File: src/rtl/sigma_uart_pkg.sv
// Shared definitions for the sigma UART transmit and receive paths:
// FSM states, frame shape, line levels and the default baud divisor.
package sigma_uart_pkg;

    typedef enum logic [2:0] {
        UART_TX_IDLE   = 3'd0,
        UART_TX_START  = 3'd1,
        UART_TX_DATA   = 3'd2,
        UART_TX_PARITY = 3'd3,
        UART_TX_STOP   = 3'd4
    } uart_tx_state_t;

    localparam int   UART_DATA_BITS        = 8;
    localparam logic UART_LINE_IDLE        = 1'b1;
    localparam logic UART_LINE_START       = 1'b0;
    localparam logic UART_LINE_STOP        = 1'b1;
    localparam int   UART_DEFAULT_BAUD_DIV = 434;

    // Even parity: the parity bit makes the total count of ones even.
    function automatic logic uart_even_parity(input logic [7:0] data);
        return ^data;
    endfunction

endpackage

File: src/rtl/sigma_uart_tx_fifo.sv
// Transmit byte FIFO: power-of-two depth, registered not-full flag,
// count output, and a head-of-queue read that is valid whenever non-empty.
module sigma_uart_tx_fifo #(
    parameter int DEPTH = 8,
    parameter int WIDTH = 8
) (
    input  logic                     clk_i,
    input  logic                     arst_i,
    input  logic                     push_i,
    input  logic                     pop_i,
    input  logic [WIDTH-1:0]         wdata_i,
    output logic [WIDTH-1:0]         rdata_o,
    output logic                     ready_o,
    output logic                     empty_o,
    output logic [$clog2(DEPTH):0]   count_o
);

    localparam int            AW       = $clog2(DEPTH);
    localparam logic [AW-1:0] PTR_ONE  = AW'(1);
    localparam logic [AW:0]   CNT_ONE  = (AW+1)'(1);
    localparam logic [AW:0]   FULL_CNT = (AW+1)'(DEPTH);

    logic [WIDTH-1:0] mem_q [DEPTH];
    logic [AW-1:0]    wr_ptr_q, wr_ptr_d;
    logic [AW-1:0]    rd_ptr_q, rd_ptr_d;
    logic [AW:0]      count_q, count_d;
    logic             ready_q, ready_d;
    logic             do_push;
    logic             do_pop;

    always_comb begin
        do_push  = push_i & ready_q;
        do_pop   = pop_i & (count_q != '0);
        wr_ptr_d = wr_ptr_q;
        rd_ptr_d = rd_ptr_q;
        count_d  = count_q;
        if (do_push) begin
            wr_ptr_d = wr_ptr_q + PTR_ONE;
        end
        if (do_pop) begin
            rd_ptr_d = rd_ptr_q + PTR_ONE;
        end
        if (do_push && !do_pop) begin
            count_d = count_q + CNT_ONE;
        end else if (do_pop && !do_push) begin
            count_d = count_q - CNT_ONE;
        end
        // Ready is registered from the next count, so a pop while full only
        // re-opens the port on the cycle after that pop.
        ready_d = (count_d != FULL_CNT);
    end

    always_ff @(posedge clk_i or posedge arst_i) begin
        if (arst_i) begin
            wr_ptr_q <= '0;
            rd_ptr_q <= '0;
            count_q  <= '0;
            ready_q  <= 1'b1;
        end else begin
            wr_ptr_q <= wr_ptr_d;
            rd_ptr_q <= rd_ptr_d;
            count_q  <= count_d;
            ready_q  <= ready_d;
        end
    end

    always_ff @(posedge clk_i) begin
        if (do_push) begin
            mem_q[wr_ptr_q] <= wdata_i;
        end
    end

    assign rdata_o = mem_q[rd_ptr_q];
    assign ready_o = ready_q;
    assign empty_o = (count_q == '0);
    assign count_o = count_q;

endmodule

File: src/rtl/sigma_uart_tx.sv
// sigma UART transmitter: FIFO-buffered 8N1 serialiser, or 8E1 when the
// SIGMA_UART_TX_PARITY_EN macro is defined.
module sigma_uart_tx
    import sigma_uart_pkg::*;
#(
    parameter int BAUD_DIV   = UART_DEFAULT_BAUD_DIV,
    parameter int FIFO_DEPTH = 8
) (
    input  logic                          clk_i,
    input  logic                          arst_i,
    input  logic                          tx_valid_i,
    input  logic [7:0]                    tx_data_i,
    output logic                          tx_ready_o,
    output logic                          tx_o,
    output logic                          busy_o,
    output logic [$clog2(FIFO_DEPTH):0]   fifo_cnt_o
);

    localparam logic [15:0] BAUD_RELOAD = 16'(BAUD_DIV - 1);
    localparam logic [2:0]  LAST_BIT    = 3'(UART_DATA_BITS - 1);

    uart_tx_state_t state_q, state_d;
    logic [15:0]    baud_q, baud_d;
    logic [7:0]     shift_q, shift_d;
    logic [2:0]     bit_q, bit_d;
    logic           tx_q, tx_d;
`ifdef SIGMA_UART_TX_PARITY_EN
    logic           parity_q, parity_d;
`endif

    logic           fifo_pop;
    logic           fifo_empty;
    logic [7:0]     fifo_rdata;
    logic           load_frame;
    logic           baud_done;

    sigma_uart_tx_fifo #(
        .DEPTH (FIFO_DEPTH),
        .WIDTH (8)
    ) u_fifo (
        .clk_i   (clk_i),
        .arst_i  (arst_i),
        .push_i  (tx_valid_i),
        .pop_i   (fifo_pop),
        .wdata_i (tx_data_i),
        .rdata_o (fifo_rdata),
        .ready_o (tx_ready_o),
        .empty_o (fifo_empty),
        .count_o (fifo_cnt_o)
    );

    always_comb begin
        state_d    = state_q;
        baud_d     = baud_q;
        shift_d    = shift_q;
        bit_d      = bit_q;
        tx_d       = tx_q;
`ifdef SIGMA_UART_TX_PARITY_EN
        parity_d   = parity_q;
`endif
        fifo_pop   = 1'b0;
        load_frame = 1'b0;
        baud_done  = (baud_q == '0);

        // Every non-idle state holds its line level for one baud period.
        if (state_q != UART_TX_IDLE) begin
            baud_d = baud_done ? BAUD_RELOAD : (baud_q - 16'd1);
        end

        case (state_q)
            UART_TX_IDLE: begin
                tx_d = UART_LINE_IDLE;
                if (!fifo_empty) begin
                    load_frame = 1'b1;
                end
            end
            UART_TX_START: begin
                if (baud_done) begin
                    state_d = UART_TX_DATA;
                    tx_d    = shift_q[0];
                end
            end
            UART_TX_DATA: begin
                if (baud_done) begin
                    shift_d = shift_q >> 1;
                    if (bit_q == LAST_BIT) begin
`ifdef SIGMA_UART_TX_PARITY_EN
                        state_d = UART_TX_PARITY;
                        tx_d    = parity_q;
`else
                        state_d = UART_TX_STOP;
                        tx_d    = UART_LINE_STOP;
`endif
                    end else begin
                        bit_d = bit_q + 3'd1;
                        tx_d  = shift_q[1];
                    end
                end
            end
`ifdef SIGMA_UART_TX_PARITY_EN
            UART_TX_PARITY: begin
                if (baud_done) begin
                    state_d = UART_TX_STOP;
                    tx_d    = UART_LINE_STOP;
                end
            end
`endif
            UART_TX_STOP: begin
                if (baud_done) begin
                    if (!fifo_empty) begin
                        load_frame = 1'b1;
                    end else begin
                        state_d = UART_TX_IDLE;
                        tx_d    = UART_LINE_IDLE;
                    end
                end
            end
            default: begin
                state_d = UART_TX_IDLE;
                tx_d    = UART_LINE_IDLE;
            end
        endcase

        // Shared by IDLE and the end of STOP so back-to-back frames abut.
        if (load_frame) begin
            fifo_pop = 1'b1;
            shift_d  = fifo_rdata;
            bit_d    = '0;
            baud_d   = BAUD_RELOAD;
            state_d  = UART_TX_START;
            tx_d     = UART_LINE_START;
`ifdef SIGMA_UART_TX_PARITY_EN
            parity_d = uart_even_parity(fifo_rdata);
`endif
        end
    end

    always_ff @(posedge clk_i or posedge arst_i) begin
        if (arst_i) begin
            state_q  <= UART_TX_IDLE;
            baud_q   <= '0;
            shift_q  <= '0;
            bit_q    <= '0;
            tx_q     <= UART_LINE_IDLE;
`ifdef SIGMA_UART_TX_PARITY_EN
            parity_q <= 1'b0;
`endif
        end else begin
            state_q  <= state_d;
            baud_q   <= baud_d;
            shift_q  <= shift_d;
            bit_q    <= bit_d;
            tx_q     <= tx_d;
`ifdef SIGMA_UART_TX_PARITY_EN
            parity_q <= parity_d;
`endif
        end
    end

    assign tx_o   = tx_q;
    assign busy_o = (state_q != UART_TX_IDLE) | (fifo_cnt_o != '0);

endmodule

File: config.mk
export PLATFORM = sky130hd
export DESIGN_NAME = sigma_uart_tx
export DESIGN_NICKNAME = d
export VERILOG_FILES = /design/src/rtl/sigma_uart_pkg.sv /design/src/rtl/sigma_uart_tx_fifo.sv /design/src/rtl/sigma_uart_tx.sv
export SDC_FILE = /design/constraint.sdc
export NUM_CORES = 1
export LEC_CHECK = 0
export CORE_ASPECT_RATIO = 0.8
export CORE_UTILIZATION = 49
export CTS_CLUSTER_DIAMETER = 100
export DETAILED_ROUTE_END_ITERATION = 6
export PLACE_DENSITY = 0.66
export SLEW_MARGIN = 15
export SYNTH_ARGS = -nofsm -noshare
export SYNTH_HDL_FRONTEND = slang
export SYNTH_SLANG_ARGS = --single-unit
File: constraint.sdc
create_clock -name clk_i -period 3.5 [get_ports clk_i]
set_clock_uncertainty 0.15 [all_clocks]
set_input_delay 0.525 -clock clk_i [delete_from_list [all_inputs] [get_ports clk_i]]
set_output_delay 0.525 -clock clk_i [all_outputs]
set_load 0.03 [all_outputs]
== After elaboration in Yosys (flattened, before gate mapping) ==
Memory sizes are Yosys's and may differ from the RTL's.
Cells that the tools add are included.

* Equal/unequal tests: 12
* Mux-type cells: 32
* Add/subtract/negate cells: 6
* Reductions and logical operators: 16
* Bitwise gates (word level): 3

{| class="wikitable"
|+ Operators with widths
! kind !! number
|-
| two-way mux 16 bit || 3
|-
| two-way mux 3 bit || 10
|-
| two-way mux 8 bit || 3
|-
| logical NOT 16 bit || 1
|-
| subtractor 16 x 1 -> 16 bit (second input constant) || 1
|-
| inequality test 3 bit (second input constant) || 5
|-
| one-hot mux 3 bit (4 select lines) || 1
|-
| two-way mux 1 bit || 11
|-
| adder 3 x 1 -> 3 bit (second input constant) || 3
|-
| two-way mux 4 bit || 2
|-
| equality test 3 bit (second input constant) || 2
|-
| AND reduction 6 bit || 1
|-
| nonzero test 2 bit || 3
|-
| adder 4 x 1 -> 4 bit (second input constant) || 1
|-
| logical NOT 4 bit || 1
|-
| inequality test 2 bit (second input constant) || 2
|-
| inequality test 4 bit (second input constant) || 1
|-
| AND reduction 4 bit || 1
|-
| nonzero test 4 bit || 1
|-
| subtractor 4 x 1 -> 4 bit (second input constant) || 1
|-
| equality test 3 x 1 -> 1 bit (second input constant) || 1
|-
| equality test 3 x 2 -> 1 bit (second input constant) || 1
|-
| logical NOT 3 bit || 1
|-
| one-hot mux 1 bit (3 select lines) || 1
|-
| 8 further kinds || 11
|}

* Logic and storage cells: 79
* Memory bits (writable): 64
* Input port bits: 11
* Output and inout bits: 7
* Memories kept: 1
* Register bits after elaboration: 42

{| class="wikitable"
|+ Memories
! memory !! depth !! width !! read ports !! clocked after Yosys merged registers in !! wr ports !! line !! text
|-
| u_fifo.mem_q || 8 || 8 || 1 || 0 || 1 || sigma_uart_tx_fifo.sv:23 || <nowiki>logic [WIDTH-1:0] mem_q [DEPTH];</nowiki>
|}

== Depth between registers and ports, before layout ==
Gate-level depths: netlist (run 1).

* Word-level depth: 10
* Depth in mapped cells: 9

== Hierarchy ==
From an unflattened synthesis (run 1), not the netlist that was laid out.

* Cell total of the unflattened synthesis: 338
* Area total of the unflattened synthesis: 4810.9 um^2

{| class="wikitable"
|+ Modules (own cells, without submodules)
! module !! seq. area each (um^2) !! area each (um^2) !! times used !! cells each
|-
| sigma_uart_tx_fifo || 2198.4 || 3051.7 || 1 || 160
|-
| sigma_uart_tx || 777.0 || 1759.2 || 1 || 178
|}

== Least setup slack after synthesis (run 1) ==
No wires, ideal clock.

* Kind: register to register
* Start: reg u_fifo.count_q[0] (netlist: u_fifo.count_o[0])
* End: reg u_fifo.ready_q (netlist: u_fifo.ready_o)
* Stages on the path, launching flop included: 9
* Buffers on the path: 0
* Required time: 3.262 ns
* Setup time: 0.088 ns
* Period minus slack after synthesis: 2.585 ns
* Arrival time: 2.346 ns
* Setup slack: 0.915 ns
* Cell sequence: dfrtp_1 inv_1 ha_1 or3b_4 and3_1 or3b_4 o22ai_2 xor2_1 or3b_1

* Cells in the longest elaborated chain, start to end: 10
* Elaborated cells between the ends (all ways): 15

{| class="wikitable"
|+ Ends and longest elaborated chain
! item !! line !! text
|-
| start, declared || sigma_uart_tx_fifo.sv:26 || <nowiki>logic [AW:0] count_q, count_d;</nowiki>
|-
| start signal, assigned || sigma_uart_tx_fifo.sv:62 || <nowiki>count_q <= count_d;</nowiki>
|-
| logical NOT 4 bit || sigma_uart_tx_fifo.sv:75 || <nowiki>assign empty_o = (count_q == '0);</nowiki>
|-
| two-way mux 1 bit || sigma_uart_tx.sv:73, sigma_uart_tx.sv:110 ||
|-
| two-way mux 1 bit || sigma_uart_tx.sv:109 || <nowiki>if (baud_done) begin</nowiki>
|-
| one-hot mux 1 bit (2 select lines) || sigma_uart_tx.sv:70 || <nowiki>case (state_q)</nowiki>
|-
| two-way mux 1 bit || sigma_uart_tx.sv:125 || <nowiki>if (load_frame) begin</nowiki>
|-
| AND 1 bit || sigma_uart_tx_fifo.sv:33 || <nowiki>do_pop = pop_i & (count_q != '0);</nowiki>
|-
| logical AND 1 bit / logical NOT 1 bit (equally long branches) || sigma_uart_tx_fifo.sv:45, sigma_uart_tx_fifo.sv:43 ||
|-
| two-way mux 4 bit / logical AND 1 bit (equally long branches) || sigma_uart_tx_fifo.sv:45, sigma_uart_tx_fifo.sv:43 ||
|-
| two-way mux 4 bit * || sigma_uart_tx_fifo.sv:43 || <nowiki>if (do_push && !do_pop) begin</nowiki>
|-
| named net u_fifo.count_d[3] || sigma_uart_tx_fifo.sv:26 ||
|-
| inequality test 4 bit * || sigma_uart_tx_fifo.sv:50 || <nowiki>ready_d = (count_d != FULL_CNT);</nowiki>
|-
| named net u_fifo.ready_d || sigma_uart_tx_fifo.sv:27 || <nowiki>logic ready_q, ready_d;</nowiki>
|-
| end signal, assigned || sigma_uart_tx_fifo.sv:63 || <nowiki>ready_q <= ready_d;</nowiki>
|-
| end, declared || sigma_uart_tx_fifo.sv:27 ||
|}

The timed path passes the listed nets; every way through them passes the cells marked *.
A chain may end at the register's enable or synchronous reset.

== Worst setup path in the final report (run 1) ==
* Start: reg u_fifo.count_q[0] (netlist: u_fifo.count_o[0])
* End: out busy_o

* Cells in the longest elaborated chain, start to end: 2

{| class="wikitable"
|+ Ends and longest elaborated chain
! item !! line !! text
|-
| nonzero test 4 bit || sigma_uart_tx.sv:161 || <nowiki>assign busy_o = (state_q != UART_TX_IDLE) | (fifo_cnt_o != '0);</nowiki>
|-
| bitwise OR 1 bit || sigma_uart_tx.sv:161 ||
|-
| end, declared || sigma_uart_tx.sv:15 || <nowiki>output logic busy_o,</nowiki>
|}

No other way between the ends.

==> key figures, run 1 <==
Critical path
  – Worst setup EP type: output pin
  – Reg2reg path depth: 8
  – CP startpoint kind: flip-flop
  – Crit-path max cell delay: 620 ps
  – CP Class: reg -> out
  – Data required, critical path: 2820 ps
  – Critical path's slowest cell: clkdlybuf4s50_1
  – Most used cell along the critical path: inv_1
  – Levels on crit path: 7
  – CP bufs+invs: 4
  – Crit path cell chain: inv_1 -> ha_1 -> or3b_4 -> nor4_4 -> buf_4 -> inv_1 -> clkdlybuf4s50_1
  – Worst-path fanout max: 8
  – Critical Path AT: 2570 ps
  – Delay-heaviest family, CP: buffers and inverters

Finish
  – Antenna Cells: 0
  – Final Net Count: 378
  – Total area of sequential cells: 2975 um^2
  – Area of the multi-input gates: 1673 um^2
  – Layout Utilization: 0.5827
  – Area Growth Syn to Fin: 13.68%
  – Post-Layout Cell Count: 479
  – Share of cells above drive strength 1: 0.1758
  – Fill cell count: 721

Logic synthesis
  – Post-Synthesis Cell Area: 4712 um^2
  – Post-synth top cells: 64 x edfxtp_1, 40 x dfrtp_1, 34 x nor2_1, 30 x nand2_1, 16 x mux4_2
  – Yosys top cell by area: edfxtp_1
  – Syn. warnings: 0
  – Synth top area share: 0.4079
  – Yosys reg bits: 106
  – Synth Net Count: 349
  – Cell with the most instances after synthesis: edfxtp_1
  – Ys flop type: edfxtp_1
  – EDFF count, synth: 64
  – Synth Instances: 330
  – Sequential area share after synthesis: 0.6314
  – Top post-synthesis cells by area: edfxtp_1 41%, dfrtp_1 21%, mux4_2 7.6%
  – Ys async rst share: 0.3962
  – Mean area per synthesized cell: 14.28 um^2
  – Synth unique cells: 51

CTS
  – CTS max path bufs: 2
  – Cts bufs inserted: 9
  – Reg clk slew, reported paths: 80 ps
  – Post-CTS setup buffer count: 0
  – CTS-repair resized insts: 0
  – Root buffer cell: clkbuf_16
  – TritonCTS clock tree: built
  – Sink Count: 106
  – # H-tree levels: 3
  – Clk_lat worst skew: 340 ps
  – Hold buffer count at CTS: 0

Place
  – Dpl cells: 463
  – Detailed Place HPWL: 5.877 mm
  – RePlAce Congestion: 0.8486
  – Input/output buffers: 17

Power and ir drop
  – Cell Int Power: 0.002196 W
  – Psw: 0.0008324 W
  – Switching part of the total: 0.2748
  – Comb pwr share: 0.162
  – Power, Total: 0.003029 W
  – Seq pwr share: 0.523
  – Worst IR Drop VDD: 0.5883 mV
  – PwrDens: 565.5 nW/um^2
  – Clock share of power: 0.315
  – Leakage: 1.961 nW

Global route
  – Grt total ovfl: 0
  – First-pass GRT wire length: 14.62 mm
  – GRT Total Usage: 0.1951
  – Largest net degree at the start of global routing: 43
  – Number of global-route vias before repair: 2723
  – Antenna violations before repair: 0

Timing
  – RSZ-0062 raised after global routing: false
  – Worst-Margin Slew: 862.5 ps
  – FMAX: 308.2 MHz
  – Max Slew Vio Count: 0
  – Final Hold Fails: 0
  – Tmin final: 3244 ps
  – # setup viols final: 0
  – Setup TNS: 0 ps
  – Rel. slew slack: 0.4250
  – Hold_ws: 369.1 ps
  – Period utilization: 0.9270

Detailed routing
  – 1st-iter DRT viols: 171
  – Drt drc: 0
  – First-pass iteration count of the detailed router: 5
  – Routed wire per std cell: 17.88 um
  – Antenna Nets Post-Route: 0
  – Drt total wl: 8.566 mm
  – Via count: 2729
  – Via density: 5.697

Hold path
  – Hold WC Path Type: reg -> reg
  – Hold path depth: 1

Die
  – Starting Density: 0.5126
  – I/O Pins: 18
  – Core area: 9193 um^2
  – # rows: 31
  – Die area: 10010 um^2
  – Die Y-Extent: 89.71 um
  – Die Width: 111.6 um

Job
  – Maxcap violations: 0

Status
  – Status: finished clean
final timing paths:
| path | start | endpoint | slack (ps) |
|---|---|---|---|
| hold / removal | shift_q[6] | shift_q[5] | 370 |
| setup / recovery | u_fifo.count_o[0] | busy_o | 260 |
| min in group asynchronous | arst_i | u_fifo.wr_ptr_q[2] | 460 |
| setup reg to reg | baud_q[0] | u_fifo.ready_o | 920 |
| max in group asynchronous | arst_i | tx_o | 2360 |
| hold reg to reg | shift_q[6] | shift_q[5] | 370 |
per-stage QoR:
stage	setup WS [ps]	cell area, um^2
6_report	255.7	5356
5_1_grt	126.9	5356
4_1_cts	233.0	5356
3_5_place_dp	618.0	5071
3_3_place_gp	676.0	5071
2_1_floorplan	915.5	4712
flip-flops by register name, summed over array words and instances (netlist names):
| signal | cells |
|---|---|
| u_fifo.mem_q | 64 |
| baud_q | 16 |
| shift_q | 8 |
| u_fifo.count_o | 4 |
| bit_q | 3 |
| state_q | 3 |
| u_fifo.rd_ptr_q | 3 |
| u_fifo.wr_ptr_q | 3 |
| tx_o | 1 |
| u_fifo.ready_o | 1 |
layout make-up:
class                   count  share of cell area
well taps                 115             0.02686
clock inverters             7             0.01121
inverters                   7            0.004905
flip-flops and latches    106              0.5555
repair buffers             28             0.04719
clock buffers               9             0.04205
multi-input cells         207              0.3123
power by group through the flow:
| stage | clock network (W) | logic, W | registers [W] |
|---|---|---|---|
| 3_5_place_dp | 0 | 0.000493 | 0.00161 |
| 6_report | 0.000954 | 0.000490 | 0.00158 |
| 3_3_place_gp | 0 | 0.000493 | 0.00160 |
| 5_1_grt | 0.00103 | 0.000535 | 0.00160 |
| 4_1_cts | 0.000987 | 0.000500 | 0.00159 |
| 2_1_floorplan | 0 | 0.000258 | 0.00164 |
layer usage:
metal | part of all wire | track usage | up-vias
li1 | - | - | 1302
met1 | 0.51 | 0.3014 | 1373
met2 | 0.43 | 0.2707 | 44
met3 | 0.040 | 0.04181 | 10
met4 | 0.015 | 0.07095 | 0
met5 | 0 | 0 | -
kinds of logic (layout without fill, tap and decap cells):
group	Yosys count	count (layout)	synth area share
AO/OA/AOI/OAI	40	40	0.06267
XOR/XNOR	19	19	0.03532
adder cells (fa/ha/maj)	8	8	0.02124
buffers and inverters	17	51	0.01487
flip-flops	106	106	0.6314
multiplexers	27	27	0.09984
AND/OR/NAND/NOR	113	113	0.1346
cell usage in the layout (no fill, tap or decap), types with 3 or more instances in the layout:
| cell | Yosys | final |
|---|---|---|
| nand3_1 | 4 | 4 |
| xnor2_1 | 10 | 10 |
| dfrtp_1 | 40 | 40 |
| clkbuf_16 | 0 | 9 |
| mux2i_1 | 11 | 11 |
| a21oi_1 | 8 | 8 |
| o21ai_0 | 10 | 10 |
| inv_1 | 7 | 7 |
| xor2_1 | 9 | 9 |
| nand2b_1 | 3 | 3 |
| nand2_1 | 30 | 30 |
| buf_4 | 0 | 11 |
| clkdlybuf4s50_1 | 0 | 17 |
| a221o_1 | 7 | 7 |
| or3_1 | 4 | 4 |
| nor2_1 | 34 | 34 |
| nor3_1 | 9 | 9 |
| mux4_2 | 16 | 16 |
| nor4_4 | 3 | 3 |
| ha_1 | 8 | 8 |
| edfxtp_1 | 64 | 64 |
| nor2b_1 | 3 | 3 |
Power figures use the tool's default switching activity.
==> run 2: changes to the inputs <==
--- a/config.mk
+++ b/config.mk
@@ -9,7 +9,7 @@
 export CORE_UTILIZATION = 49
 export CTS_CLUSTER_DIAMETER = 100
 export DETAILED_ROUTE_END_ITERATION = 6
-export PLACE_DENSITY = 0.66
+export DONT_BUFFER_PORTS = 1
 export SLEW_MARGIN = 15
 export SYNTH_ARGS = -nofsm -noshare
 export SYNTH_HDL_FRONTEND = slang
==> run 2 against run 1 <==
  * Sequential cell count is the same
  * Hold slack got worse by 330 ps
  * Final cell count fell by 3.5%
  * Clock power fell by 5.1%
  * Largest power group unchanged
  * Sequential power rose by 4%
  * Combinational power decreased by 25%
  * Routed wire length fell by 0.39%
  * Design area shrank 3.6%
  * Register-to-register slack got worse by 250 ps
==> key figures, run 2 (synthesized netlist as in run 1, its figures left out) <==
Status
  – Status: finished clean

CTS
  – CTS-repair resized insts: 0
  – CTS max path bufs: 2
  – Sink Count: 106
  – Clk_lat worst skew: 340 ps
  – Hold buffer count at CTS: 0
  – # H-tree levels: 3
  – Root buffer cell: clkbuf_16
  – Cts bufs inserted: 9
  – Reg clk slew, reported paths: 70 ps
  – TritonCTS clock tree: built
  – Post-CTS setup buffer count: 0

Die
  – I/O Pins: 18
  – Core area: 9193 um^2
  – Starting Density: 0.5126
  – Die Y-Extent: 89.71 um
  – # rows: 31
  – Die area: 10010 um^2
  – Die Width: 111.6 um

Finish
  – Area Growth Syn to Fin: 9.612%
  – Final instance area: 5165 um^2
  – Share of cells above drive strength 1: 0.1787
  – Final Net Count: 361
  – Commonest non-fill, non-tap cell in the layout: edfxtp_1
  – Largest Register: u_fifo.mem_q
  – Antenna Cells: 0
  – Number of flip-flops under the largest register name: 64
  – Commonest cells after routing, fill and taps aside: 64 x edfxtp_1, 40 x dfrtp_1, 34 x nor2_1
  – Largest registers: u_fifo.mem_q (64), baud_q (16), shift_q (8)

Power and ir drop
  – Leakage: 1.884 nW
  – PwrDens: 564.2 nW/um^2
  – Worst IR Drop VDD: 0.3738 mV

Timing
  – Worst-Margin Slew: 811.2 ps
  – Max Slew Vio Count: 0
  – Setup TNS: 0 ps
  – Period utilization: 0.8662
  – Tmin final: 3032 ps
  – # setup viols final: 0
  – Final Hold Fails: 0
  – RSZ-0062 raised after global routing: false
  – Rel. slew slack: 0.4592
  – FMAX: 329.9 MHz

Global route
  – Largest net degree at the start of global routing: 43
  – Number of global-route vias before repair: 2665
  – Antenna violations before repair: 0
  – First-pass GRT wire length: 14.04 mm
  – Grt total ovfl: 0
  – GRT Total Usage: 0.1891

Detailed routing
  – Drt drc: 0
  – First-pass iteration count of the detailed router: 4
  – Routed wire per std cell: 18.47 um
  – Via count: 2645
  – Drt total wl: 8.533 mm
  – Via density: 5.725
  – 1st-iter DRT viols: 147
  – Antenna Nets Post-Route: 0

Critical path
  – CP Class: reg -> out
  – CP startpoint kind: flip-flop
  – Critical Path AT: 2360 ps
  – Worst setup EP type: output pin
  – Worst-path fanout max: 8
  – Data required, critical path: 2820 ps

Hold path
  – Hold WC Path Type: in -> async

Job
  – Maxcap violations: 0

Place
  – Detailed Place HPWL: 5.738 mm
  – RePlAce Congestion: 0.7934
  – Input/output buffers: 0
  – Cell Area, Placed: 4901 um^2
==> run 2: where the power goes <==
group          leakage, nW  total (W)  switching, W  internal (W)
registers             1.10    0.00164      0.000149       0.00149
clock network        0.129   0.000905      0.000425      0.000480
logic                0.653   0.000366      0.000209      0.000157
total                 1.88    0.00291      0.000783       0.00213
==> run 2: cell type report <==
| cell class | count | area [um^2] |
|---|---|---|
| clock buffers | 11 | 232.7 |
| clock inverters | 5 | 31.28 |
| fillers | 744 | 4028 |
| inverters | 7 | 26.28 |
| multi-input cells | 207 | 1673 |
| flip-flops and latches | 106 | 2975 |
| well taps | 115 | 143.9 |
| repair buffers | 11 | 82.58 |
==> run 2: worst max-delay path, cell delays in order, from the launching register on <==
cell and delay [ps]:
dfrtp_1 540, inv_1 190, ha_1 160, or3b_4 430
nor4_4 350, inv_1 350
==> run 2: path summary, 6_finish.rpt <==
kind	from	end	slack, ps	cells past startpoint
min in group clk_i	tx_data_i[5]	u_fifo.mem_q[3][5]	130	0
min	arst_i	baud_q[11]	40	2
max reg2reg	u_fifo.count_o[0]	u_fifo.ready_o	670	8
max in group asynchronous	arst_i	tx_o	2780	2
max	u_fifo.count_o[0]	busy_o	470	5
min reg2reg	baud_q[0]	baud_q[0]	370	1
==> run 2: metrics by stage <==
| step | utilization | std cells | worst slack [ps] | power [W] | hold slack [ps] |
|---|---|---|---|---|---|
| finish | 0.5619 | 462 | 468.4 | 0.002914 | 36.70 |
| floorplan | - | 330 | 915.5 | 0.001899 | 325.5 |
| detailed placement | 0.5331 | 446 | 685.0 | 0.002039 | 353.7 |
| CTS | 0.5619 | 462 | 451.5 | 0.002950 | 54.65 |
| global route | 0.5619 | 462 | 310.5 | 0.003044 | 85.34 |
| global placement | 0.5331 | 446 | 806.2 | 0.002032 | 353.4 |
==> run 2: metal layers <==
metal	up-vias	global-route usage	wire (um)
met1	1330	0.2851	4348
li1	1260	-	-
met2	46	0.2635	3683
met3	9	0.04720	387
met5	-	0	0
met4	0	0.07207	115
